--- config.mk ---
export PLATFORM = sky130hd
export DESIGN_NAME = sensor_stim_tx
export DESIGN_NICKNAME = d
export VERILOG_FILES = /design/src/rtl/sensor_stim_tx_pkg.sv /design/src/rtl/sensor_stim_tx.sv
export SDC_FILE = /design/constraint.sdc
export NUM_CORES = 1
export LEC_CHECK = 0
export ABC_AREA = 1
export BUFFER_PORTS_ARGS = -buffer_cell sky130_fd_sc_hd__buf_2
export CELL_PAD_IN_SITES_DETAIL_PLACEMENT = 1
export CELL_PAD_IN_SITES_GLOBAL_PLACEMENT = 1
export CORE_MARGIN = 2
export CORE_UTILIZATION = 46
export DETAILED_ROUTE_END_ITERATION = 8
export PLACE_DENSITY = 0.84
export SYNTH_ARGS = -nofsm -noshare
export SYNTH_HDL_FRONTEND = slang
export SYNTH_SLANG_ARGS = --single-unit
--- constraint.sdc ---
create_clock -name clk -period 4.9 [get_ports clk]
set_input_delay 0.245 -clock clk [delete_from_list [all_inputs] [get_ports clk]]
set_output_delay 0.245 -clock clk [all_outputs]
set_load 0.03 [all_outputs]
--- src/rtl/sensor_stim_tx_pkg.sv ---
// Shared types and helpers for the sensor stimulus transmitter.
// Holds the FSM encoding, result codes and the zone one-hot helpers.
package sensor_stim_tx_pkg;

   typedef enum logic [1:0] {
      ST_IDLE     = 2'd0,
      ST_DRIVE    = 2'd1,
      ST_WAIT_ACK = 2'd2,
      ST_GAP      = 2'd3
   } state_e;

   localparam logic [1:0] FC_PASS   = 2'd0;
   localparam logic [1:0] FC_NORESP = 2'd1;
   localparam logic [1:0] FC_WRONG  = 2'd2;
   localparam logic [1:0] FC_SPUR   = 2'd3;

   // Zone 0 is the quiet test and drives no sensor.
   function automatic logic [2:0] zone_onehot(input logic [1:0] zone);
      logic [2:0] oh;
      oh = 3'b000;
      case (zone)
         2'd1:    oh = 3'b001;
         2'd2:    oh = 3'b010;
         2'd3:    oh = 3'b100;
         default: oh = 3'b000;
      endcase
      return oh;
   endfunction

   function automatic logic is_onehot(input logic [2:0] v);
      return (v == 3'b001) || (v == 3'b010) || (v == 3'b100);
   endfunction

endpackage

--- src/rtl/sensor_stim_tx.sv ---
// Zone self-test transmitter: drives a one-hot sensor pattern for a programmed
// hold time, then grades the first buzzer response seen against the zone.
module sensor_stim_tx
   import sensor_stim_tx_pkg::*;
#(
   parameter int HOLD_W     = 5,
   parameter int TIMEOUT    = 40,
   parameter int GAP_CYCLES = 8
) (
   input  logic              clk,
   input  logic              rst_n,
   input  logic              ena,
   input  logic              req_valid,
   output logic              req_ready,
   input  logic [1:0]        req_zone,
   input  logic [HOLD_W-1:0] req_hold,
   output logic [2:0]        sensor_out,
   input  logic [2:0]        buzz_in,
   output logic              done,
   output logic              pass,
   output logic [1:0]        fail_code,
   output logic              busy,
   output state_e            state_dbg
);

   localparam int CNT_MAX = (TIMEOUT > GAP_CYCLES) ? TIMEOUT : GAP_CYCLES;
   localparam int CW      = $clog2(CNT_MAX + 1);
   localparam logic [CW-1:0]     TO_LAST  = CW'(TIMEOUT - 1);
   localparam logic [CW-1:0]     GAP_LAST = CW'(GAP_CYCLES - 1);
   localparam logic [CW-1:0]     CNT_ONE  = CW'(1);
   localparam logic [HOLD_W-1:0] HOLD_ONE = HOLD_W'(1);

   state_e            state;
   logic [1:0]        zone_r;
   logic [HOLD_W-1:0] hold_cnt;
   logic [CW-1:0]     to_cnt;
   logic [CW-1:0]     gap_cnt;
   logic [2:0]        obs;
   logic [1:0]        res_code;

   // Handshake: a request is taken on any enabled edge where req_valid and
   // req_ready are both high; req_ready is high only in IDLE, nothing queues.
   assign req_ready = (state == ST_IDLE);
   assign busy      = (state != ST_IDLE);
   assign state_dbg = state;

   // Grade only used on WAIT_ACK exit, where obs == 0 means a timeout.
   always_comb begin
      res_code = FC_PASS;
      if (obs != 3'b000) begin
         if (!is_onehot(obs) || (zone_r == 2'd0)) begin
            res_code = FC_SPUR;
         end else if (obs != zone_onehot(zone_r)) begin
            res_code = FC_WRONG;
         end
      end else if (zone_r != 2'd0) begin
         res_code = FC_NORESP;
      end
   end

   always_ff @(posedge clk) begin
      if (ena) begin
         if (!rst_n) begin
            state      <= ST_IDLE;
            sensor_out <= 3'b000;
            done       <= 1'b0;
            pass       <= 1'b0;
            fail_code  <= FC_PASS;
            zone_r     <= 2'd0;
            hold_cnt   <= '0;
            to_cnt     <= '0;
            gap_cnt    <= '0;
            obs        <= 3'b000;
         end else begin
            done <= 1'b0;
            // buzz_in is sampled raw; only the first nonzero value counts.
            if (((state == ST_DRIVE) || (state == ST_WAIT_ACK)) &&
                (obs == 3'b000) && (buzz_in != 3'b000)) begin
               obs <= buzz_in;
            end
            case (state)
               ST_IDLE: begin
                  if (req_valid) begin
                     zone_r     <= req_zone;
                     hold_cnt   <= (req_hold == '0) ? HOLD_ONE : req_hold;
                     obs        <= 3'b000;
                     sensor_out <= zone_onehot(req_zone);
                     state      <= ST_DRIVE;
                  end
               end
               ST_DRIVE: begin
                  if (hold_cnt <= HOLD_ONE) begin
                     sensor_out <= 3'b000;
                     to_cnt     <= '0;
                     state      <= ST_WAIT_ACK;
                  end else begin
                     hold_cnt <= hold_cnt - HOLD_ONE;
                  end
               end
               ST_WAIT_ACK: begin
                  if ((obs != 3'b000) || (to_cnt >= TO_LAST)) begin
                     done      <= 1'b1;
                     pass      <= (res_code == FC_PASS);
                     fail_code <= res_code;
                     gap_cnt   <= '0;
                     state     <= ST_GAP;
                  end else begin
                     to_cnt <= to_cnt + CNT_ONE;
                  end
               end
               ST_GAP: begin
                  if (buzz_in != 3'b000) begin
                     gap_cnt <= '0;
                  end else if (gap_cnt >= GAP_LAST) begin
                     state <= ST_IDLE;
                  end else begin
                     gap_cnt <= gap_cnt + CNT_ONE;
                  end
               end
               default: state <= ST_IDLE;
            endcase
         end
      end
   end

endmodule

==> results.tsv <==
metric	value	unit
DRT Pass-1 Iters	4	
Worst Reg-to-Reg Cells	7	
row cnt	22	
Pwr Total	655	uW
H-tree Lvls	2	
register area	931	um^2
Post-CTS Resized	0	
Area growth, synth to finish	13.9	%
Seq/Total Area, Yosys	0.512	
worst path cell trace	inv_1 -> ha_1 -> nor2_4 -> inv_2 -> or2_0 -> nand3_1 -> nor2_1	
Slew @ Worst Pin	0.485	ns
crit path kind	flip-flop to flip-flop	
share of layout cells above drive strength 1	0.224	
Ys Warns	0	
Setup TNS Final	0	ns
clock transition at the registers of the reported paths	0.07	ns
Cell Pwr Density	316	nW/um^2
commonest cells after routing, fill and taps aside	nand2_1, edfxtp_1, inv_1, nor2_1, buf_2	
number of diodes	0	
Worst EP required	4.84	ns
initial antenna violation count	0	
syn_area_per_cell	8.83	um^2
Overflow after GRT	0	
Synth Register Bits	31	
vias	1414	
Die H	66.9	um
Die Area	4470	um^2
RSZ-0062 raised after global routing	no	
number of remaining DRC errors	0	
fin cells	285	
most common cell after layout, fill and taps aside	nand2_1	
vias in the first global route	1464	
clk buf depth	2	
Tot GR Track Use	0.205	
Tmin final	2.00	ns
CP peak stage delay	0.46	ns
Core Area	3740	um^2
final setup fails	0	
largest net degree at the start of global routing	12	
Max Slew Vio Count	0	
# IOs	25	
via/cell ratio	4.96	
Skew-Pair Late Insertion Delay	0.28	ns
Initial DRC Count	28	
relative slew slack	0.675	
HPWL Detailed	3.19	mm
area taken by multi-input logic gates	746	um^2
Hold Crit Start	req_zone[0]	
Synth Cell Area	1820	um^2
WL/cell	13.8	um
TritonCTS clock tree	yes	
FF-to-FF Start	state_dbg[1]	
drt total wl	3.95	mm
Starting Density	0.486	
CP Launch Type	flip-flop	
Setup crit end kind	flip-flop	
CTS sink cnt	31	
CTS buffer count	5	
Fmax	500	MHz
HP Class	input port to flip-flop	
post-synthesis net count	229	
CTS root buffer	clkbuf_8	
Yosys cell types	25	
crit share post-route	0.408	
CP Launch Point	state_dbg[1]	
Reg-to-Reg End	to_cnt[0]	
skew final	0.00490	ns
Post-CTS Setup Repair Bufs	0	
number of hold buffers added after cts	0	
first-pass GRT wire length	6.63	mm
LEAKAGE	0.000979	uW
depth of the worst hold-timing path	3	
PnR worst setup slack	2.90	ns
Syn Inst Count	206	
maximum VDD drop	130	uV
# nets final	259	
Hold Path Sink	zone_r[0]	
max_cap viols	0	
Port Buf Inserts	24	
DP Cell Count	277	
CP Max Fanout	6	
# fillers	470	
Die Wd	66.9	um
final hold vios	0	
Placer Congestion	0.788	
Detail Route Antenna Nets	0	
Reg2Reg Setup Slack	2.90	ns
arrival time at the worst endpoint	1.94	ns
Setup WS pre-CTS	2.88	ns
CP max-delay cell	edfxtp_1	
status	finished clean	
[routing by layer]
| layer | vias to the layer above | global-route usage | share of wire |
|---|---|---|---|
| li1 | 727 | - | - |
| met4 | 0 | 0.0765 | 0.017 |
| met2 | 19 | 0.371 | 0.53 |
| met5 | - | 0 | 0 |
| met1 | 661 | 0.238 | 0.43 |
| met3 | 7 | 0.0405 | 0.028 |
[sequential cells by signal (all words and copies together) (netlist names)]
register	count
gap_cnt	6
to_cnt	6
hold_cnt	5
obs	3
sensor_out	3
fail_code	2
state_dbg	2
zone_r	2
done	1
pass	1
[metrics by stage]
step	hold slack (ns)	cell area (um^2)	util
floorplan	0.357	1820	-
finish	0.270	2070	0.553
global placement	0.560	1990	0.531
CTS	0.274	2070	0.553
detailed placement	0.560	1990	0.531
global route	0.274	2070	0.553
[layout make-up]
class | instances | share of cell area
Clock buffer | 5 | 0.0332
Clock inverter | 3 | 0.00725
Tap cell | 48 | 0.0290
Multi-Input combinational cell | 139 | 0.360
Timing Repair Buffer | 24 | 0.0580
Inverter | 35 | 0.0634
Sequential cell | 31 | 0.449
[Yosys cell counts]
library cell,instances,area [um^2]
a21oi_1,12,60.1
a21oi_2,1,8.76
a31oi_1,1,6.26
and2_1,2,12.5
buf_6,1,11.3
edfxtp_1,31,931
ha_1,9,113
inv_1,26,97.6
inv_2,9,33.8
nand2_1,45,169
nand2_2,3,18.8
nand2_4,3,33.8
nand3_1,10,50.1
nor2_1,26,97.6
nor2_2,2,12.5
nor2_4,2,22.5
nor3_1,8,40.0
o21ai_0,2,10.0
o21ai_1,3,15.0
o21ai_2,1,8.76
o21bai_1,1,7.51
o22ai_1,3,18.8
or2_0,1,6.26
xnor2_1,1,8.76
xor2_1,3,26.3
[how the worst max path moves through the flow]
stage           endpoint  slack (ns)
2_1_floorplan  to_cnt[0]        2.97
3_3_place_gp   to_cnt[3]        3.00
3_5_place_dp   to_cnt[3]        2.88
4_1_cts        to_cnt[5]        2.86
5_1_grt        to_cnt[3]        2.73
6_report       to_cnt[0]        2.90
[where the power goes]
part	internal (uW)	switching, uW
registers	319	15.4
clock network	96.9	94.3
logic	40.7	88.0
[critical path: cells and delay by family, from the launching register on]
kind	cells	cell delay, ns
adder cells (fa/ha/maj)	1	0.30
AND/OR/NAND/NOR	4	0.65
flip-flops	1	0.46
buffers and inverters	2	0.24
[cells by family after synthesis]
group | after synthesis | share of synthesized area
AOI/OAI and AO/OA | 24 | 0.0743
buffers and inverters | 36 | 0.0784
and+or+nand+nor | 102 | 0.254
xor gates and xnor gates | 4 | 0.0193
adders and majority gates | 9 | 0.0619
DFF | 31 | 0.512
Note: power is estimated with default switching activity, not from simulation.
